`src/rtl/noise_cdf_loader_pkg.sv`:
```
// Shared types and sizes for the noise generator CDF loader.
package noise_pkg;
  localparam int CDF_DEPTH  = 128;
  localparam int CDF_W      = 64;
  localparam int LOAD_BEATS = CDF_DEPTH + 1;

  typedef logic [CDF_W-1:0] cdf_t;

  typedef enum logic [2:0] {IDLE, PRIME, BURST, WAIT_DONE, READY, FAULT} loader_state_t;
endpackage

```
`src/rtl/noise_cdf_loader_if.sv`:
```
// ROM read port, generator load port and status bundle of the CDF loader.
interface noise_cdf_loader_if
  import noise_pkg::*;
#(
  parameter int DATA_W = CDF_W,
  parameter int AW     = 7,
  parameter int LW     = 8
);
  logic              start;
  logic              rom_rd_en;
  logic [AW-1:0]     rom_addr;
  logic [DATA_W-1:0] rom_data;
  logic              load_mem;
  logic [LW-1:0]     location;
  logic [DATA_W-1:0] mem_data;
  logic              done_wait;
  logic              table_ready;
  logic              busy;
  logic              mono_err;
  logic [AW-1:0]     err_index;
  logic              timeout_err;

  modport master (
    input  start, rom_data, done_wait,
    output rom_rd_en, rom_addr, load_mem, location, mem_data,
           table_ready, busy, mono_err, err_index, timeout_err
  );
  modport slave (
    output start, rom_data, done_wait,
    input  rom_rd_en, rom_addr, load_mem, location, mem_data,
           table_ready, busy, mono_err, err_index, timeout_err
  );
endinterface

```
`src/rtl/noise_cdf_loader_mono.sv`:
```
// Registered monotonicity checker; latches the index of the first decreasing entry.
module cdf_mono_check #(
  parameter int DATA_W = 64,
  parameter int AW     = 7
) (
  input  logic              clk,
  input  logic              rst,
  input  logic              en,
  input  logic              first,
  input  logic [AW-1:0]     idx,
  input  logic [DATA_W-1:0] data,
  output logic              mono_err,
  output logic [AW-1:0]     err_index
);
  logic [DATA_W-1:0] prev;

  always_ff @(posedge clk) begin
    if (rst) begin
      prev      <= '0;
      mono_err  <= 1'b0;
      err_index <= '0;
    end else if (en) begin
      prev <= data;
      // equal neighbours are a legal zero-probability bin
      if (!first && !mono_err && (data < prev)) begin
        mono_err  <= 1'b1;
        err_index <= idx;
      end
    end
  end
endmodule

```
`src/rtl/noise_cdf_loader.sv`:
```
// Loads the CDF table from ROM into the noise generator as one burst, then waits for done_wait.
module noise_cdf_loader
  import noise_pkg::*;
#(
  parameter int DEPTH        = CDF_DEPTH,
  parameter int DATA_W       = CDF_W,
  parameter int ROM_LAT      = 1,
  parameter int DONE_TIMEOUT = 16
) (
  input  logic                clk,
  input  logic                rst,
  noise_cdf_loader_if.master  bus
);
  localparam int AW    = $clog2(DEPTH);
  localparam int LW    = $clog2(DEPTH + 1);
  localparam int BEATS = DEPTH + 1;
  localparam int BW    = $clog2(BEATS + 1);
  localparam int PW    = $clog2(ROM_LAT + 1);
  localparam int CW    = $clog2(DONE_TIMEOUT + 1);

  loader_state_t state;
  logic [LW-1:0] addr_cnt;
  logic [BW-1:0] beat;
  logic [PW-1:0] prime_cnt;
  logic [CW-1:0] wait_cnt;
  logic          mono_en, mono_first, mono_err_q;
  logic [AW-1:0] mono_idx, err_index_q;

  always_ff @(posedge clk) begin
    if (rst) begin
      state           <= IDLE;
      addr_cnt        <= '0;
      beat            <= '0;
      prime_cnt       <= '0;
      wait_cnt        <= '0;
      bus.rom_rd_en   <= 1'b0;
      bus.rom_addr    <= '0;
      bus.load_mem    <= 1'b0;
      bus.location    <= '0;
      bus.mem_data    <= '0;
      bus.table_ready <= 1'b0;
      bus.busy        <= 1'b0;
      bus.timeout_err <= 1'b0;
    end else begin
      // address n is issued n cycles after start, independent of ROM latency
      bus.rom_rd_en <= 1'b0;
      if ((state == PRIME || state == BURST) && addr_cnt < LW'(DEPTH)) begin
        bus.rom_rd_en <= 1'b1;
        bus.rom_addr  <= AW'(addr_cnt);
        addr_cnt      <= addr_cnt + 1'b1;
      end
      case (state)
        IDLE: if (bus.start) begin
          state         <= PRIME;
          bus.busy      <= 1'b1;
          bus.rom_rd_en <= 1'b1;
          bus.rom_addr  <= '0;
          addr_cnt      <= LW'(1);
          prime_cnt     <= '0;
        end
        PRIME: begin
          prime_cnt <= prime_cnt + 1'b1;
          if (prime_cnt == PW'(ROM_LAT - 1)) begin
            state        <= BURST;
            bus.load_mem <= 1'b1;
            bus.location <= '0;
            bus.mem_data <= '0;
            beat         <= BW'(1);
          end
        end
        BURST: if (beat == BW'(BEATS)) begin
          state        <= WAIT_DONE;
          bus.load_mem <= 1'b0;
          bus.location <= '0;
          bus.mem_data <= '0;
          wait_cnt     <= '0;
        end else begin
          bus.location <= LW'(beat);
          bus.mem_data <= bus.rom_data;
          beat         <= beat + 1'b1;
        end
        WAIT_DONE: if (bus.done_wait) begin
          state           <= READY;
          bus.busy        <= 1'b0;
          bus.table_ready <= 1'b1;
        end else if (wait_cnt == CW'(DONE_TIMEOUT - 1)) begin
          state           <= FAULT;
          bus.busy        <= 1'b0;
          bus.timeout_err <= 1'b1;
        end else begin
          wait_cnt <= wait_cnt + 1'b1;
        end
        default: ;
      endcase
    end
  end

  // beat b forwards ROM[b-1]; the first forwarded entry only seeds the comparator
  assign mono_en    = (state == BURST) && (beat != BW'(BEATS));
  assign mono_first = (beat == BW'(1));
  assign mono_idx   = AW'(beat - 1'b1);

  cdf_mono_check #(.DATA_W(DATA_W), .AW(AW)) u_mono (
    .clk       (clk),
    .rst       (rst),
    .en        (mono_en),
    .first     (mono_first),
    .idx       (mono_idx),
    .data      (bus.rom_data),
    .mono_err  (mono_err_q),
    .err_index (err_index_q)
  );

  assign bus.mono_err  = mono_err_q;
  assign bus.err_index = err_index_q;
endmodule

```
`src/flat_wrapper.sv`:
```
// flat-port wrapper written by rule: the top's interface ports become plain ports
module noise_cdf_loader_flat import noise_pkg::*;
#(
  parameter int DEPTH        = CDF_DEPTH,
  parameter int DATA_W       = CDF_W,
  parameter int ROM_LAT      = 1,
  parameter int DONE_TIMEOUT = 16
)
  (clk, rst, bus_start, bus_rom_data, bus_done_wait, bus_rom_rd_en, bus_rom_addr, bus_load_mem, bus_location, bus_mem_data, bus_table_ready, bus_busy, bus_mono_err, bus_err_index, bus_timeout_err);
  noise_cdf_loader_if #(.DATA_W(DATA_W)) bus_i ();
  input  logic clk;
  input  logic rst;
  input wire logic [$bits(bus_i.start)-1:0] bus_start;
  input wire logic [$bits(bus_i.rom_data)-1:0] bus_rom_data;
  input wire logic [$bits(bus_i.done_wait)-1:0] bus_done_wait;
  output wire logic [$bits(bus_i.rom_rd_en)-1:0] bus_rom_rd_en;
  output wire logic [$bits(bus_i.rom_addr)-1:0] bus_rom_addr;
  output wire logic [$bits(bus_i.load_mem)-1:0] bus_load_mem;
  output wire logic [$bits(bus_i.location)-1:0] bus_location;
  output wire logic [$bits(bus_i.mem_data)-1:0] bus_mem_data;
  output wire logic [$bits(bus_i.table_ready)-1:0] bus_table_ready;
  output wire logic [$bits(bus_i.busy)-1:0] bus_busy;
  output wire logic [$bits(bus_i.mono_err)-1:0] bus_mono_err;
  output wire logic [$bits(bus_i.err_index)-1:0] bus_err_index;
  output wire logic [$bits(bus_i.timeout_err)-1:0] bus_timeout_err;
  assign bus_i.start = bus_start;
  assign bus_i.rom_data = bus_rom_data;
  assign bus_i.done_wait = bus_done_wait;
  assign bus_rom_rd_en = bus_i.rom_rd_en;
  assign bus_rom_addr = bus_i.rom_addr;
  assign bus_load_mem = bus_i.load_mem;
  assign bus_location = bus_i.location;
  assign bus_mem_data = bus_i.mem_data;
  assign bus_table_ready = bus_i.table_ready;
  assign bus_busy = bus_i.busy;
  assign bus_mono_err = bus_i.mono_err;
  assign bus_err_index = bus_i.err_index;
  assign bus_timeout_err = bus_i.timeout_err;
  noise_cdf_loader #(.DEPTH(DEPTH), .DATA_W(DATA_W), .ROM_LAT(ROM_LAT), .DONE_TIMEOUT(DONE_TIMEOUT)) u_core (.clk(clk), .rst(rst), .bus(bus_i));
endmodule
```
`config.mk`:
```
export PLATFORM = sky130hd
export DESIGN_NAME = noise_cdf_loader_flat
export DESIGN_NICKNAME = d
export VERILOG_FILES = /design/src/rtl/noise_cdf_loader_pkg.sv /design/src/rtl/noise_cdf_loader_if.sv /design/src/rtl/noise_cdf_loader_mono.sv /design/src/rtl/noise_cdf_loader.sv /design/src/flat_wrapper.sv
export SDC_FILE = /design/constraint.sdc
export NUM_CORES = 1
export LEC_CHECK = 0
export ABC_CLOCK_PERIOD_IN_PS = 4660
export CAP_MARGIN = 25
export CORE_MARGIN = 2
export CORE_UTILIZATION = 53
export DETAILED_ROUTE_END_ITERATION = 8
export HOLD_SLACK_MARGIN = 0.08
export PLACE_DENSITY = 0.82
export SYNTH_ARGS = -nofsm -noshare
export SYNTH_HDL_FRONTEND = slang
export SYNTH_SLANG_ARGS = --single-unit
```
`constraint.sdc`:
```
create_clock -name clk -period 4.66 [get_ports clk]
set_input_delay 0.466 -clock clk [delete_from_list [all_inputs] [get_ports clk]]
set_output_delay 0.466 -clock clk [all_outputs]
set_load 0.02 [all_outputs]
```
==> flow_summary.json, run 1 <==
{
  "setup_tns_ps": 0,
  "cp-start-kind": "input port",
  "avgRoutedWirePerCell_um": 14.3,
  "fin_skew_ps": 6.51,
  "r2r_start": "u_core.state[1]",
  "status": "completed",
  "min-delay-start": "u_core.bus.mem_data[45]",
  "setup_violations": 0,
  "cts_buffer_depth": 2,
  "max_slew.worst_pin.slew_ps": 1020,
  "routed_wl_mm": 18.8,
  "power-per-cell-area_mw_per_mm2": 500,
  "nNetsFinal": 1251,
  "routed_via_density": 5.36,
  "hold_path.class": "register to register",
  "worstPathArrival_ps": 3290,
  "rsz0062_at_grt": "no",
  "ys_types": 50,
  "timing.slew.headroom_pct": 32.3,
  "port-buffer-count": 159,
  "min_path_cells": 2,
  "syn2layout_area_growth_pct": 28.1,
  "first_pass_iters": 4,
  "antenna_cells": 0,
  "final_core_util_pct": 69.9,
  "routabilityCongestion": 0.853,
  "power_mw": 5.12,
  "finalCritPeriodShare_pct": 63.5,
  "p_leak_nw": 3.72,
  "worst_r2r_endpoint": "u_core.beat[0]",
  "syn_avg_cell_area_sq_um": 8.15,
  "required_ps": 4980,
  "min_period_ps": 2960,
  "async_flop_share_pct": 0,
  "cts_htree_levels": 4,
  "synth_nets": 1118,
  "detail-route-antenna-nets": 0,
  "post_cts_resized": 0,
  "postCtsSetupBuffers": 0,
  "antenna_found_initial": 0,
  "grt_usage_pct": 23.4,
  "die_w_um": 127,
  "worstSkewPairLatency_ps": 420,
  "grt_pass1_vias": 6672,
  "critPathKind": "input port to register",
  "synth_cells": 981,
  "reg2regPathDepth": 6,
  "end_kind": "register",
  "start_util_pct": 54.6,
  "yosysSeqAreaShare_pct": 45.3,
  "layout-drive-gt1-share_pct": 4.00,
  "clk_pin_slew_ps": 60,
  "synth_flop_cell": "dfxtp_1",
  "hpwl_mm": 12.9,
  "num_vias": 7015,
  "synthesis.area_sq_mm": 0.00799,
  "path_max_fanout": 12,
  "synth_edf_count": 0,
  "synth_seq_cells": 181,
  "peakVddDrop_uv": 485,
  "cts_tree": "done",
  "holdBufCountCts": 0,
  "max_freq_mhz": 338,
  "final_common_cell": "nand2_1",
  "design.die.area_sq_mm": 0.0161,
  "maxCapViolCount": 0,
  "hold_end": "u_core.bus.mem_data[45]",
  "hold_viol": 0,
  "core-area_sq_mm": 0.0146,
  "drt_iter0_drc": 491,
  "maxSlewViolCount": 0,
  "std_cell_rows": 44,
  "io_pins": 160,
  "r2r_slack_ps": 1840,
  "grt_pass1_wl_mm": 31.0,
  "numClockSinks": 181,
  "cts_root_buf": "clkbuf_16",
  "numCtsBuffers": 17,
  "mostFrequentLayoutCells": "nand2_1, dfxtp_1, a21oi_1, clkdlybuf4s50_1, inv_1",
  "overflow": 0,
  "dieHeight_um": 127,
  "grt_max_degree": 100,
  "ys.warnings.count": 0,
  "route.detailed.drc": 0
}
sequential cells by signal, indices dropped and copies added (netlist names):
signal and count:
u_core.bus.load_mem 1, u_core.bus.rom_rd_en 1, u_core.bus.location 8, u_core.bus.table_ready 1
u_core.u_mono.mono_err 1, u_core.beat 8, u_core.state 3, u_core.wait_cnt 5
u_core.u_mono.prev 64, u_core.u_mono.err_index 7, u_core.prime_cnt 1, u_core.addr_cnt 8
u_core.bus.mem_data 64, u_core.bus.busy 1, u_core.bus.rom_addr 7, u_core.bus.timeout_err 1
kinds of logic after synthesis:
kind of cell / Yosys count / share of synthesized area [%]
flip-flops: 181 / 45.3
buffers and inverters: 122 / 5.98
multiplexers: 9 / 1.13
XOR/XNOR: 16 / 1.75
AND/OR/NAND/NOR: 358 / 19.1
AO/OA/AOI/OAI: 226 / 15.9
adder cells (fa/ha/maj): 69 / 10.8
critical path: stages:
cell and delay (ps):
clkdlybuf4s50_1 450, ha_1 320, a21oi_1 130, o21ai_0 90, a221oi_1 440, a311oi_2 210
o31ai_2 740, a21oi_1 170, a311oi_1 270
through the flow:
stage / setup WS [ps] / instance area (sq um) / instances / hold WS [ps]
after global placement: 1450 / 9660 / 1278 / 442
after floorplan: 2240 / 7990 / 981 / 436
after detailed placement: 1300 / 9670 / 1279 / 446
final: 1700 / 10200 / 1309 / 453
after global routing: 1400 / 10200 / 1309 / 466
after CTS: 1750 / 10200 / 1309 / 455
how the worst max path moves through the flow:
| stage | start | end | slack (ps) | depth (start not counted) |
|---|---|---|---|---|
| 2_1_floorplan | bus_rom_data[14] | u_core.u_mono.err_index[0] | 2240 | 8 |
| 3_3_place_gp | bus_rom_data[1] | u_core.u_mono.err_index[6] | 1450 | 8 |
| 3_5_place_dp | bus_rom_data[11] | u_core.u_mono.err_index[6] | 1300 | 9 |
| 4_1_cts | bus_rom_data[11] | u_core.u_mono.err_index[6] | 1750 | 9 |
| 5_1_grt | bus_rom_data[14] | u_core.u_mono.err_index[5] | 1400 | 9 |
| 6_report | bus_rom_data[11] | u_core.u_mono.err_index[6] | 1700 | 9 |
cell usage after synthesis (all sizes together), types with 7 or more instances:
| library cell | number | area (sq um) |
|---|---|---|
| nor3 | 11 | 60.1 |
| a31oi | 7 | 43.8 |
| ha | 69 | 863 |
| mux2i | 9 | 90.1 |
| inv | 71 | 267 |
| a21oi | 168 | 841 |
| nand3 | 15 | 75.1 |
| xor2 | 14 | 123 |
| nand4 | 17 | 113 |
| dfxtp | 181 | 3620 |
| a22oi | 10 | 75.1 |
| clkbuf | 39 | 146 |
| buf | 12 | 65.1 |
| o21ai | 11 | 55.1 |
| nand2 | 229 | 860 |
| nor2 | 60 | 225 |
cell type report:
cell class	count	area [sq um]
Sequential cell	181	3620
Tap cell	184	230
Inverter	71	267
Timing Repair Buffer	165	1640
Fill cell	1188	4400
Clock inverter	9	130
Clock buffer	21	440
Multi-Input combinational cell	678	3910
power breakdown:
part           total [mW]  internal [mW]  switching (mW)
combinational        1.71          0.681            1.02
sequential           2.00           1.82           0.180
clock                1.41          0.838           0.576
per-layer routing:
metal	routed length, um	vias to the layer above	global-route usage [%]	share of wire (%)
met5	0	-	0	0
met4	302	0	7.30	1.6
met3	1230	23	6.62	6.6
met2	8790	180	38.9	47
met1	8430	3243	29.7	45
li1	-	3569	-	-
No activity file was read; power rests on OpenSTA's default activity.
==> run 2: changes to the inputs <==
--- a/config.mk
+++ b/config.mk
@@ -5,13 +5,13 @@
 export SDC_FILE = /design/constraint.sdc
 export NUM_CORES = 1
 export LEC_CHECK = 0
-export ABC_CLOCK_PERIOD_IN_PS = 4660
+export ABC_CLOCK_PERIOD_IN_PS = 2780
 export CAP_MARGIN = 25
 export CORE_MARGIN = 2
-export CORE_UTILIZATION = 53
+export CORE_UTILIZATION = 52
 export DETAILED_ROUTE_END_ITERATION = 8
 export HOLD_SLACK_MARGIN = 0.08
-export PLACE_DENSITY = 0.82
+export PLACE_DENSITY = 0.81
 export SYNTH_ARGS = -nofsm -noshare
 export SYNTH_HDL_FRONTEND = slang
 export SYNTH_SLANG_ARGS = --single-unit
==> constraint.sdc (replaced) <==
create_clock -name clk -period 2.78 [get_ports clk]
set_input_delay 0.278 -clock clk [delete_from_list [all_inputs] [get_ports clk]]
set_output_delay 0.278 -clock clk [all_outputs]
set_load 0.02 [all_outputs]
==> run 2 against run 1 <==
  * Utilization fell by 0.92 points
  * Clock skew up 3.7 ps
  * Clock-buffer cell count shrank 1
  * Largest power group unchanged
  * Combinational power up 71%
  * Critical endpoint is now u_core.u_mono.err_index[4]
==> flow_summary.json, run 2 (synthesis gave the netlist of run 1 again) <==
{
  "status": "completed",
  "hold_path.class": "input port to register",
  "die_w_um": 128,
  "layout-drive-gt1-share_pct": 5.53,
  "setup_violations": 0,
  "worst_r2r_endpoint": "u_core.u_mono.err_index[4]",
  "routed_wl_mm": 19.1,
  "drt_iter0_drc": 526,
  "maxSlewViolCount": 0,
  "power-per-cell-area_mw_per_mm2": 837,
  "port-buffer-count": 159,
  "core-area_sq_mm": 0.0151,
  "end_kind": "register",
  "holdBufCountCts": 0,
  "required_ps": 3130,
  "min_period_ps": 2610,
  "reg2regPathDepth": 10,
  "design.die.area_sq_mm": 0.0164,
  "cts_root_buf": "clkbuf_16",
  "final_common_cell": "nand2_1",
  "numCtsBuffers": 17,
  "r2r_start": "u_core.u_mono.prev[14]",
  "timing.slew.headroom_pct": 43.5,
  "num_vias": 7088,
  "grt_usage_pct": 23.7,
  "layout_setup_ws_ps": 170,
  "route.detailed.drc": 0,
  "dp_cells": 1295,
  "avgRoutedWirePerCell_um": 14.4,
  "syn2layout_area_growth_pct": 30.3,
  "peakVddDrop_uv": 598,
  "antenna_cells": 0,
  "mostFrequentLayoutCells": "nand2_1, dfxtp_1, a21oi_1, clkdlybuf4s50_1, inv_1",
  "cp-endpoint": "u_core.u_mono.err_index[4]",
  "cts_buffer_depth": 2,
  "numClockSinks": 181,
  "cts_htree_levels": 4,
  "r2r_slack_ps": 170,
  "worstSkewPairLatency_ps": 420,
  "grt_pass1_wl_mm": 31.6,
  "grt_pass1_vias": 6803,
  "hold_viol": 0,
  "place_ws_ps": -461,
  "p_leak_nw": 3.80,
  "hpwl_mm": 13.3,
  "setup_tns_ps": 0,
  "max_freq_mhz": 383,
  "max_slew.worst_pin.slew_ps": 848,
  "cts_tree": "done",
  "path_max_fanout": 3,
  "start_util_pct": 53.0,
  "routabilityCongestion": 0.876,
  "grt_max_degree": 74,
  "io_pins": 160,
  "detail-route-antenna-nets": 0,
  "critPathKind": "register to register",
  "overflow": 0,
  "reg_top3": "u_core.bus.mem_data: 64 flops, u_core.u_mono.prev: 64 flops",
  "fin_skew_ps": 10.2,
  "first_pass_iters": 5,
  "cp-start-kind": "register",
  "startpoint": "u_core.u_mono.prev[14]",
  "holdWs_ps": 278,
  "dieHeight_um": 128,
  "worstPathArrival_ps": 2960,
  "final_cells": 1327,
  "finalCritPeriodShare_pct": 93.9,
  "clk_pin_slew_ps": 70,
  "rsz0062_at_grt": "no",
  "std_cell_rows": 45,
  "maxCapViolCount": 0,
  "antenna_found_initial": 0,
  "nNetsFinal": 1263,
  "routed_via_density": 5.34
}
[run 2: changes by cell type in the layout (fill, tap and decap cells not counted), sizes merged]
| cell | delta |
|---|---|
| clkinv | -2 |
| buf | +12 |
| clkbuf | -1 |
| bufinv | -1 |
| inv | +3 |
| clkinvlp | +3 |
[run 2: layout make-up]
cell class | instances | area (sq um)
clock inverters | 12 | 143
multi-input cells | 678 | 3940
fillers | 1241 | 4680
inverters | 71 | 267
clock buffers | 20 | 457
flip-flops and latches | 181 | 3620
repair buffers | 177 | 1750
well taps | 188 | 235
[run 2: critical path: stages (launching register included)]
cell and delay, ps:
dfxtp_1 330, inv_1 50, ha_1 320, nand4_2 130, nor3_2 230, or4b_1 500, a311oi_4 410, buf_4 180
nor2_1 60, o22a_1 230, a21oi_1 110
[run 2: stage by stage]
stage	area [sq um]	power [mW]	util, %
3_5_place_dp	9790	6.32	64.9
2_1_floorplan	7990	5.20	-
3_3_place_gp	9790	6.26	64.9
4_1_cts	10400	8.77	68.9
5_1_grt	10400	9.26	69.0
6_report	10400	8.71	69.0
[run 2: power by group]
group	internal, mW	leakage (nW)	switching [mW]	total, mW
combinational	1.19	2.05	1.74	2.93
clock	1.39	0.280	1.04	2.43
sequential	3.06	1.47	0.298	3.36
[run 2: how the worst min path moves through the flow]
| stage | start | slack (ps) | cells after the start | endpoint |
|---|---|---|---|---|
| floorplan | u_core.u_mono.prev[10] | 440 | 2 | u_core.u_mono.prev[10] |
| detailed placement | u_core.bus.mem_data[57] | 450 | 2 | u_core.bus.mem_data[57] |
| finish | rst | 280 | 2 | u_core.bus.table_ready |
| global placement | u_core.bus.mem_data[32] | 440 | 2 | u_core.bus.mem_data[32] |
| global route | rst | 270 | 2 | u_core.bus.timeout_err |
| CTS | rst | 250 | 2 | u_core.addr_cnt[0] |
[run 2: routing by layer]
| metal | vias up | track usage [%] | wire length (um) |
|---|---|---|---|
| met5 | - | 0 | 0 |
| met4 | 0 | 7.18 | 250 |
| met3 | 27 | 6.22 | 1150 |
| met2 | 193 | 39.9 | 9030 |
| met1 | 3281 | 30.0 | 8660 |
| li1 | 3587 | - | - |
[run 2: what timing repair did]
item                       in CTS  in global routing
pin swaps                       0                  1
gates resized for setup         1                  3
buffers inserted                0                  0
gates cloned                    0                  0
setup endpoints to repair       4                  8
==> run 3: changes to the inputs <==
--- a/config.mk
+++ b/config.mk
@@ -10,6 +10,7 @@
 export CORE_MARGIN = 2
 export CORE_UTILIZATION = 52
 export DETAILED_ROUTE_END_ITERATION = 8
+export GPL_TIMING_DRIVEN = 0
 export HOLD_SLACK_MARGIN = 0.08
 export PLACE_DENSITY = 0.81
 export SYNTH_ARGS = -nofsm -noshare
==> run 3 against run 2 <==
  * Via count rose by 1.8%
  * Final area rose by 1.0%
  * Die area did not move
  * First-iteration DRC count fell by 8.4%
  * Non-clock buffer count rose by 32
  * Critical path depth did not move
  * Final cell count rose by 2.4%
  * Global-route usage rose by 1.3 points
  * Combinational power barely moved
  * Critical path type unchanged
  * Critical endpoint is now u_core.u_mono.err_index[1]
  * Highest routed layer unchanged
==> flow_summary.json, run 3 (synthesis gave the netlist of run 1 again) <==
{
  "worstSkewPairLatency_ps": 430,
  "final.fill_count": 1234,
  "finalCritPeriodShare_pct": 93.0,
  "path_max_fanout": 10,
  "cp_num_cells": 10,
  "numClockSinks": 181,
  "crit_family": "simple AND/OR/NAND/NOR gates",
  "cts_htree_levels": 4,
  "cts_root_buf": "clkbuf_16",
  "routed_wl_mm": 20.1,
  "grt_usage_pct": 25.0,
  "timing.slew.headroom_pct": 48.4,
  "std_cell_rows": 45,
  "worst_r2r_endpoint": "u_core.u_mono.err_index[1]",
  "cp-endpoint": "u_core.u_mono.err_index[1]",
  "hpwl_mm": 14.8,
  "detail-route-antenna-nets": 0,
  "numCtsBuffers": 17,
  "grt_max_degree": 17,
  "max_freq_mhz": 387,
  "p_leak_nw": 3.84,
  "grt_pass1_vias": 6898,
  "layout-drive-gt1-share_pct": 4.61,
  "maxCapViolCount": 0,
  "startpoint": "u_core.u_mono.prev[14]",
  "critPathKind": "register to register",
  "mostFrequentLayoutCells": "nand2_1, dfxtp_1, a21oi_1, clkdlybuf4s50_1, inv_1",
  "antenna_cells": 0,
  "rsz0062_at_grt": "no",
  "overflow": 0,
  "clk_pin_slew_ps": 70,
  "final_common_cell": "nand2_1",
  "reg_top3": "u_core.bus.mem_data: 64 flops, u_core.u_mono.prev: 64 flops",
  "antenna_found_initial": 0,
  "critical_path_buf_inv_count": 2,
  "design.die.area_sq_mm": 0.0164,
  "r2r_start": "u_core.u_mono.prev[14]",
  "place_ws_ps": -373,
  "drt_iter0_drc": 482,
  "route.detailed.drc": 0,
  "slowest_stage": "or4b_4",
  "first_pass_iters": 5,
  "syn2layout_area_growth_pct": 31.6,
  "routabilityCongestion": 0.840,
  "routed_via_density": 5.31,
  "min_period_ps": 2590,
  "holdBufCountCts": 0,
  "final_core_util_pct": 69.7,
  "status": "completed",
  "setup_tns_ps": 0,
  "r2r_slack_ps": 190,
  "hold_path.class": "register to register",
  "crit_chain": "inv_1 -> ha_1 -> nand4_2 -> nor3_2 -> or4b_4 -> a311oi_4 -> o31ai_2 -> buf_6 -> a21oi_1 -> a311oi_1",
  "cpPeakStageDelay_ps": 520,
  "avgRoutedWirePerCell_um": 14.8,
  "postCtsSetupBuffers": 0,
  "hold_viol": 0,
  "port-buffer-count": 158,
  "cts_tree": "done",
  "start_util_pct": 53.0,
  "io_pins": 160,
  "peakVddDrop_uv": 633,
  "num_vias": 7215,
  "dieHeight_um": 128,
  "grt_pass1_wl_mm": 32.6,
  "final_cells": 1359,
  "required_ps": 3070,
  "fin_skew_ps": 8.05,
  "cts_buffer_depth": 2,
  "max_slew.worst_pin.slew_ps": 773,
  "end_kind": "register",
  "dp_cells": 1327,
  "setup_violations": 0,
  "reg2regPathDepth": 10,
  "core-area_sq_mm": 0.0151,
  "worstPathArrival_ps": 2870,
  "die_w_um": 128,
  "power-per-cell-area_mw_per_mm2": 859,
  "layout_setup_ws_ps": 193,
  "maxSlewViolCount": 0,
  "nNetsFinal": 1295,
  "cp-start-kind": "register",
  "holdWs_ps": 452
}
-- run 3: final cells by class --
type / count / area [sq um] / area share (%)
Sequential cell: 181 / 3620 / 34.4
Timing Repair Buffer: 158 / 1580 / 15.0
Tap cell: 188 / 235 / 2.24
Clock buffer: 20 / 467 / 4.44
Multi-Input combinational cell: 678 / 3910 / 37.2
Buffer: 51 / 211 / 2.01
Inverter: 71 / 267 / 2.53
Clock inverter: 12 / 223 / 2.12
-- run 3: worst min path at each step --
stage          slack (ps)                     from                       to  cells past startpoint
2_1_floorplan         440   u_core.u_mono.prev[10]   u_core.u_mono.prev[10]                      2
3_5_place_dp          450    u_core.u_mono.prev[6]    u_core.u_mono.prev[6]                      2
5_1_grt               470   u_core.bus.mem_data[2]   u_core.bus.mem_data[2]                      2
6_report              450  u_core.bus.mem_data[41]  u_core.bus.mem_data[41]                      2
4_1_cts               450         bus_rom_data[26]   u_core.u_mono.prev[26]                      3
3_3_place_gp          440   u_core.u_mono.prev[62]   u_core.u_mono.prev[62]                      2
-- run 3: routing by layer --
| layer | routed length (um) | GRT usage, % | share of wire [%] |
|---|---|---|---|
| met3 | 1180 | 5.72 | 5.9 |
| met2 | 9500 | 42.2 | 47 |
| met1 | 9040 | 31.8 | 45 |
| met5 | 0 | 0 | 0 |
| met4 | 380 | 7.89 | 1.9 |
-- run 3: worst register-to-register path: cells and delay by family, from the launching register on --
kind,cells,cell delay (ps)
compound gates,4,710
fa+ha+maj,1,320
buf+inv,2,210
flops,1,340
simple gates,3,880
-- run 3: power breakdown --
| group | total [mW] | internal [mW] | switching, mW |
|---|---|---|---|
| logic | 2.96 | 1.17 | 1.79 |
| registers | 3.31 | 3.06 | 0.257 |
| clock network | 2.77 | 1.76 | 1.01 |
-- run 3: per-stage QoR --
stage | power [mW] | instance area [sq um]
after floorplan | 5.20 | 7990
after global routing | 9.59 | 10500
after detailed placement | 6.31 | 9810
after global placement | 6.23 | 9810
after CTS | 9.09 | 10500
final | 9.04 | 10500
-- run 3: repair_timing --
item,4_1_cts,5_1_grt
resized for setup,0,4
hold endpoints to repair,0,0
setup endpoints to repair,0,16
